## config.mk

```make
export PLATFORM = sky130hd
export DESIGN_NAME = alu_simd_acc_stage
export DESIGN_NICKNAME = d
export VERILOG_FILES = /design/src/rtl/alu_simd_acc_stage.sv
export SDC_FILE = /design/constraint.sdc
export NUM_CORES = 1
export LEC_CHECK = 0
export CAP_MARGIN = 20
export CORE_MARGIN = 2
export CORE_UTILIZATION = 40
export DETAILED_ROUTE_END_ITERATION = 16
export PLACE_DENSITY = 0.8
export SYNTH_ARGS = -nofsm -noshare
export SYNTH_HDL_FRONTEND = slang
export SYNTH_SLANG_ARGS = --single-unit
```

## constraint.sdc

```tcl
create_clock -name clk -period 2.8 [get_ports clk]
set_clock_uncertainty 0.15 [all_clocks]
set_input_delay 0.42 -clock clk [delete_from_list [all_inputs] [get_ports clk]]
set_output_delay 0.42 -clock clk [all_outputs]
set_load 0.03 [all_outputs]
```

## src/rtl/alu_simd_acc_stage.sv

```systemverilog
// Output/accumulation stage behind the 54-bit SIMD three-input adder: registers S, feeds it
// back as W for a frame of ACC_LEN samples, tracks sticky lane overflow, hands P off via valid/ready.
module alu_simd_acc_stage (
    input  logic        clk,
    input  logic        rst_n,
    input  logic [1:0]  USE_SIMD_IN,
    input  logic [7:0]  ACC_LEN,
    input  logic        FLUSH,
    input  logic [53:0] S,
    input  logic        S_VALID,
    output logic        S_READY,
    input  logic [23:0] SIMD_COUT,
    output logic [1:0]  USE_SIMD,
    output logic [53:0] W_FB,
    output logic [53:0] P,
    output logic        P_VALID,
    input  logic        P_READY,
    output logic [11:0] OVF
);

    typedef enum logic [1:0] {StIdle, StAcc, StDone} state_e;

    state_e      state_q, state_d;
    logic [53:0] acc_q, acc_d;
    logic [7:0]  cnt_q, cnt_d;
    logic [7:0]  len_q, len_d;
    logic [1:0]  mode_q, mode_d;
    logic [11:0] ovf_q, ovf_d;

    logic [1:0]  eff_mode;
    logic [7:0]  len_in;
    logic [7:0]  cnt_inc;
    logic [11:0] seg_carry;
    logic [11:0] new_ovf;
    logic        accept;

    // Segment widths 4,4,6,4 repeat three times; a lane top is the segment holding a lane MSB.
    function automatic logic [11:0] lane_tops(input logic [1:0] mode);
        logic [11:0] tops;
        case (mode)
            2'b00:   tops = 12'h800;
            2'b01:   tops = 12'h888;
            2'b10:   tops = 12'hAAA;
            default: tops = 12'hFFF;
        endcase
        return tops;
    endfunction

    always_comb begin
        seg_carry = '0;
        for (int i = 0; i < 12; i++) begin
            seg_carry[i] = |SIMD_COUT[2*i +: 2];
        end
    end

    // The adder sees the requested mode while idle so the first sample is computed in it.
    assign eff_mode = (state_q == StIdle) ? USE_SIMD_IN : mode_q;
    assign new_ovf  = lane_tops(eff_mode) & seg_carry;
    assign len_in   = (ACC_LEN == 8'd0) ? 8'd1 : ACC_LEN;
    assign cnt_inc  = cnt_q + 8'd1;
    assign S_READY  = (state_q == StIdle) || (state_q == StAcc);
    assign accept   = S_VALID && S_READY;

    assign USE_SIMD = eff_mode;
    assign W_FB     = (state_q == StAcc) ? acc_q : 54'd0;
    assign P_VALID  = (state_q == StDone);
    assign P        = P_VALID ? acc_q : 54'd0;
    assign OVF      = ovf_q;

    always_comb begin
        state_d = state_q;
        acc_d   = acc_q;
        cnt_d   = cnt_q;
        len_d   = len_q;
        mode_d  = mode_q;
        ovf_d   = ovf_q;
        case (state_q)
            StIdle: begin
                if (accept) begin
                    mode_d = USE_SIMD_IN;
                    len_d  = len_in;
                    acc_d  = S;
                    cnt_d  = 8'd1;
                    ovf_d  = new_ovf;
                    if ((len_in == 8'd1) || FLUSH) begin
                        state_d = StDone;
                    end else begin
                        state_d = StAcc;
                    end
                end
            end
            StAcc: begin
                if (accept) begin
                    acc_d = S;
                    cnt_d = cnt_inc;
                    ovf_d = ovf_q | new_ovf;
                    if ((cnt_inc == len_q) || FLUSH) begin
                        state_d = StDone;
                    end
                end else if (FLUSH) begin
                    state_d = StDone;
                end
            end
            StDone: begin
                if (P_READY) begin
                    state_d = StIdle;
                    acc_d   = '0;
                    cnt_d   = '0;
                end
            end
            default: state_d = StIdle;
        endcase
    end

    always_ff @(posedge clk or negedge rst_n) begin
        if (!rst_n) begin
            state_q <= StIdle;
            acc_q   <= '0;
            cnt_q   <= '0;
            len_q   <= 8'd1;
            mode_q  <= 2'b00;
            ovf_q   <= '0;
        end else begin
            state_q <= state_d;
            acc_q   <= acc_d;
            cnt_q   <= cnt_d;
            len_q   <= len_d;
            mode_q  <= mode_d;
            ovf_q   <= ovf_d;
        end
    end

endmodule

```

# Yosys cells after proc, flatten, opt, wreduce, memory -nomap -nowiden

Cells that the tools add are included.

Add/subtract/negate cells: 1
Equal/unequal tests: 12
Multiplexer cells: 22
Bitwise gates (word level): 2
Reduce and logical (&&, ||, !) cells: 28

Operators with widths:

| cell                  | count |
|---|---|
| $mux W54              | 4 |
| $pmux W54 S2          | 1 |
| $pmux W11 S3          | 1 |
| $mux W8               | 4 |
| $reduce_or A2 Y1      | 13 |
| $mux W12              | 2 |
| $pmux W12 S2          | 1 |
| $pmux W8 S3           | 1 |
| $mux W2               | 7 |
| $and A12 B12 Y12      | 1 |
| $or A12 B12 Y12       | 1 |
| $add A8 B1 Y8 const B | 1 |
| $eq A8 B1 Y1 const B  | 1 |
| $eq A8 B8 Y1          | 1 |
| $logic_not A8 Y1      | 1 |
| $reduce_and A4 Y1     | 2 |
| $pmux W2 S3           | 1 |
| $reduce_and A3 Y1     | 2 |
| $eq A2 B1 Y1 const B  | 2 |
| $eq A2 B2 Y1 const B  | 2 |
| $logic_not A2 Y1      | 2 |
| $ne A2 B1 Y1 const B  | 2 |
| $ne A2 B2 Y1 const B  | 2 |
| $reduce_bool A2 Y1    | 2 |
| other kinds (6)       | 8 |

Register bits after elaboration: 86
Input bits: 93

# Depth between registers and ports, before layout

Word-level depth: 8
Gate-level depth with buffers: 9

# Least setup slack after synthesis

Ideal clock, no wire load.

Path type: register -> register
Start point: register cnt_q[0]
End point: register state_q[0]
Data arrival time: 1.931 ns
Slack: 0.594 ns
Stages on the path, launching flop included: 8
Buffers on the path: 0
Period minus slack after synthesis: 2.206 ns
Path through: dfrtp_1 -> ha_1 -> xnor2_1 -> nand4_1 -> a311oi_1 -> o21ai_0 -> o31ai_2 -> mux2_2

Longest elaborated chain between the ends: 5

RTL lines:

| what                        | RTL line | RTL |
|---|---|---|
| start: declaration          | 25       | `logic [7:0] cnt_q, cnt_d;` |
| start signal: assignment    | 126      | `cnt_q <= cnt_d;` |
| $add A8 B1 Y8               | 60       | `assign cnt_inc = cnt_q + 8'd1;` |
| $eq A8 B8 Y1                | 97       | `if ((cnt_inc == len_q) \|\| FLUSH) begin` |
| $logic_or A1 B1 Y1          | 97       |  |
| $ne A3 B2 Y1 (no line)      | n/a      |  |
| $reduce_and A4 Y1 (no line) | n/a      |  |
| end signal: assignment      | 117      | `state_q <= StIdle;` |
| end signal: assignment      | 124      | `state_q <= state_d;` |
| end: declaration            | 23       | `state_e state_q, state_d;` |

Every way passes these cells.
A chain may end at the register's enable or synchronous reset.

# Worst setup path in the final report

Start point: register state_q[1]
End point: output W_FB[47]

Longest elaborated chain between the ends: 2

RTL lines:

| what             | RTL line | RTL |
|---|---|---|
| $eq A2 B1 Y1     | 65       | `assign W_FB = (state_q == StAcc) ? acc_q : 54'd0;` |
| $mux W54         | 65       |  |
| end: declaration | 14       | `output logic [53:0] W_FB,` |

Every way passes these cells.

==> PnR_summary.wiki <==
{| class="wikitable"
! Metric !! Value
|-
| Post-layout instance count excluding filler cells || between 700 and 800
|-
| Post-CTS setup buffer count || 0
|-
| Share of synthesized area occupied by flip-flops and latches || between 50% and 60%
|-
| H-Tree Depth || 3
|-
| Die outline width || 107.7 µm
|-
| Antenna violations before repair || 0
|-
| Port Buffer Count || approximately 220
|-
| Violation count after the first detailed-route iteration || roughly 170
|-
| Cell Count Post-Placement || roughly 750
|-
| Syn Nets || between 500 and 600
|-
| Share of total power consumed by net switching || between 40% and 50%
|-
| Commonest non-fill, non-tap cell in the layout || sky130_fd_sc_hd__and2_1
|-
| Worst setup slack after layout || about 0.10 ns
|-
| Pleak || 4.727 nW
|-
| Ratio of routed vias to standard cells || around 5.1
|-
| Largest fanout on the critical path || 56
|-
| Final standard cell area without fillers || about 0.0071 mm²
|-
| Number of nets still failing antenna checks after routing || 0
|-
| Max clock buf depth || 2
|-
| Transition time at the pin with the least slew margin || between 0.5 and 0.6 ns
|-
| Overall global routing resource usage || between 20% and 30%
|-
| Timing-limited maximum frequency || roughly 370 MHz
|-
| Die Footprint || roughly 0.012 mm²
|-
| Clock Sink Count || 86
|-
| Largest vdd supply drop || about 0.0005 V
|-
| First-pass detailed-route iteration total || 5
|-
| Count of endpoints failing hold in the final timing report || 0
|-
| Internal power summed over all cells || about 3.7 mW
|-
| Part of the total power dissipated in the clock network || 12.1%
|-
| TritonCTS Buffers || 9
|-
| Max capacitance violation total || 0
|-
| Power density over cell area || 914.3 mW/mm²
|-
| Placeable core area || a little over 0.01 mm²
|-
| Seq pwr share || between 30 and 40%
|-
| Cell area reported after detailed placement || between 0.006 and 0.007 mm²
|-
| Post-Route Utilization || 68.29%
|-
| Class of the tightest hold or removal check || reg -> reg
|-
| CTS tree || yes
|-
| Routability congestion estimate from global placement || between 0.8 and 0.9
|-
| Post-route fraction of the period consumed by the critical path || 96.29%
|-
| Vias in the first global route || a little over 4000
|-
| Final Slew Violations || 0
|-
| Crit path DAT || 2.13 ns
|-
| Layout-stage area growth over the synthesis result || 64.53%
|-
| CTS clk-pin slew, worst paths || around 0.08 ns
|-
| Shortest period the worst path allows || ~2.7 ns
|-
| Synth Register Bits || 86
|-
| Ports || roughly 220
|-
| Share of power burned in combinational logic || between 50% and 60%
|-
| Sequential cell area || around 0.0022 mm²
|-
| Mean instance size in the synthesized netlist || about 10 µm²
|-
| Top library cells by usage in the layout, fill and taps aside || sky130_fd_sc_hd__and2_1 (110), sky130_fd_sc_hd__clkdlybuf4s50_1 (108), sky130_fd_sc_hd__dlymetal6s2s_1 (105)
|-
| Most common flop cell mapped by yosys || sky130_fd_sc_hd__dfrtp_1
|-
| Classification of the worst setup path || reg -> out
|-
| Number of enable-type register cells in the synthesized netlist || 0
|-
| Number of remaining DRC errors || 0
|-
| Starting utilization of the core area || about two fifths
|-
| Detailed Route WL || roughly 13 mm
|-
| Net switching power of the design || ~2.8 mW
|-
| Distinct cell type count of the synthesized netlist || 39
|-
| Number of vias in the routed layout || roughly 3900
|-
| Height of the die || 107.7 µm
|-
| Post-synthesis cell count || 421
|-
| First-pass GRT wire length || roughly 20 mm
|-
| RSZ-0062 raised after global routing || yes
|-
| DPL Wire Length || about 9.4 mm
|-
| Area taken by multi-input logic gates || 0.002031 mm²
|-
| Pin count of the biggest net entering global routing || 57
|-
| Final total power || 6.475 mW
|-
| Startpoint type of the worst setup path || flip-flop
|-
| Share of final-layout standard cells stronger than drive strength 1 || 7.460%
|-
| Worst relative slew slack || between 60% and 70%
|-
| Detail-routed net length per standard cell || about 17 µm
|-
| Number of nets in the layout || between 700 and 800
|-
| Share of synthesized registers carrying an async set or reset || 100.0%
|-
| Total of warnings raised by yosys || 0
|-
| Total congestion overflow after global routing || 0
|-
| Worst Path Required || about 2.2 ns
|-
| Worst slack at placement || 0.2535 ns
|-
| Kind of capture point of the worst setup path || output port
|-
| Inserted Diodes || 0
|-
| Final setup violating endpoints || 0
|-
| Clock latency of the later-clocked register in the worst-skew pair || approximately 0.35 ns
|-
| Filler cell count in the final layout || roughly 800
|-
| CTS Root Cell || sky130_fd_sc_hd__clkbuf_8
|-
| Post-Syn Area || between 0.004 and 0.005 mm²
|-
| FP Rows || 37
|-
| Result of the run || complete, no violations
|}
==> synthesized netlist by cell type (all sizes together) (2+ instances only) <==
cell type    n  area, µm²
nand3        5      30.03
a311oi       3      26.28
mux2        13      146.4
nand2b       2      12.51
o31ai        5      42.54
o21ai       26      130.1
clkbuf      23      87.58
dfrtp       85       2127
buf          8      40.04
ha           4      50.05
and3         2      15.01
nand2       28      105.1
a22o        55      481.7
nor2        19      71.32
and2       110      688.2
nand4        2      12.51
xnor2        7      61.31
inv          5      18.77
or3          2      12.51
==> worst max-delay path, stage by stage (launching register included) <==
cell and delay, ns:
sky130_fd_sc_hd__dfrtp_1 0.40, sky130_fd_sc_hd__inv_1 0.09, sky130_fd_sc_hd__ha_2 0.25, sky130_fd_sc_hd__buf_12 0.22
sky130_fd_sc_hd__and2_1 0.15, sky130_fd_sc_hd__clkdlybuf4s50_1 0.66
==> path summary, 6_finish.rpt <==
check	start	to	slack, ns	depth (start not counted)
min in group asynchronous	rst_n	mode_q[0]	0.43	2
max in group asynchronous	rst_n	len_q[0]	1.41	3
hold / removal	OVF[11]	OVF[11]	0.32	2
setup / recovery	state_q[1]	W_FB[47]	0.10	5
setup reg to reg	cnt_q[0]	state_q[1]	0.36	7
hold reg to reg	OVF[11]	OVF[11]	0.32	2
==> per-stage QoR <==
step	setup TNS, ns	hold slack, ns
after floorplan	0	-0.02559
after global placement	0	0.2785
after detailed placement	0	0.2828
after CTS	0	0.3235
after global routing	-0.03372	0.3395
final	0	0.3201
==> final cells by class <==
class                           instances  area share (%)
Timing Repair Buffer                  224           35.76
Sequential cell                        86           30.41
Multi-Input combinational cell        299           28.67
Tap cell                              136           2.403
Clock buffer                           11           1.996
Clock inverter                          5          0.4947
Inverter                                5          0.2650
==> per-layer routing <==
| metal | global-route usage (%) | vias up | routed length [µm] |
|---|---|---|---|
| li1 | - | 1855 | - |
| met1 | 25.17 | 1879 | 4923 |
| met2 | 38.68 | 153 | 6740 |
| met3 | 5.993 | 10 | 1033 |
| met4 | 6.044 | 0 | 134 |
| met5 | 0 | - | 0 |
==> cells by family after synthesis <==
logic type	share of synthesized area, %
buffers and inverters	3.401
XOR/XNOR	1.628
AO/OA/AOI/OAI	17.06
adder cells (fa/ha/maj)	1.163
AND/OR/NAND/NOR	23.08
multiplexers	3.634
flip-flops	50.03
==> state kept, by name, summed over array words and instances (netlist names) <==
signal	cells
state_q	2
len_q	8
cnt_q	8
OVF	12
acc_q	54
mode_q	2
==> what timing repair did <==
item | in CTS | in global routing
hold buffers | 1 | 0
resized for setup | 2 | 106
setup endpoints to repair | 2 | 107
endpoints found under the hold margin | 39 | 0
==> power by group through the flow <==
stage | clock network [mW] | registers, mW | logic (mW)
after floorplan | 0 | 2.13 | 2.18
after global routing | 0.863 | 2.19 | 3.83
after CTS | 0.807 | 2.12 | 3.65
final | 0.783 | 2.12 | 3.57
after global placement | 0 | 2.12 | 3.56
after detailed placement | 0 | 2.13 | 3.66
Power figures use the tool's default switching activity.
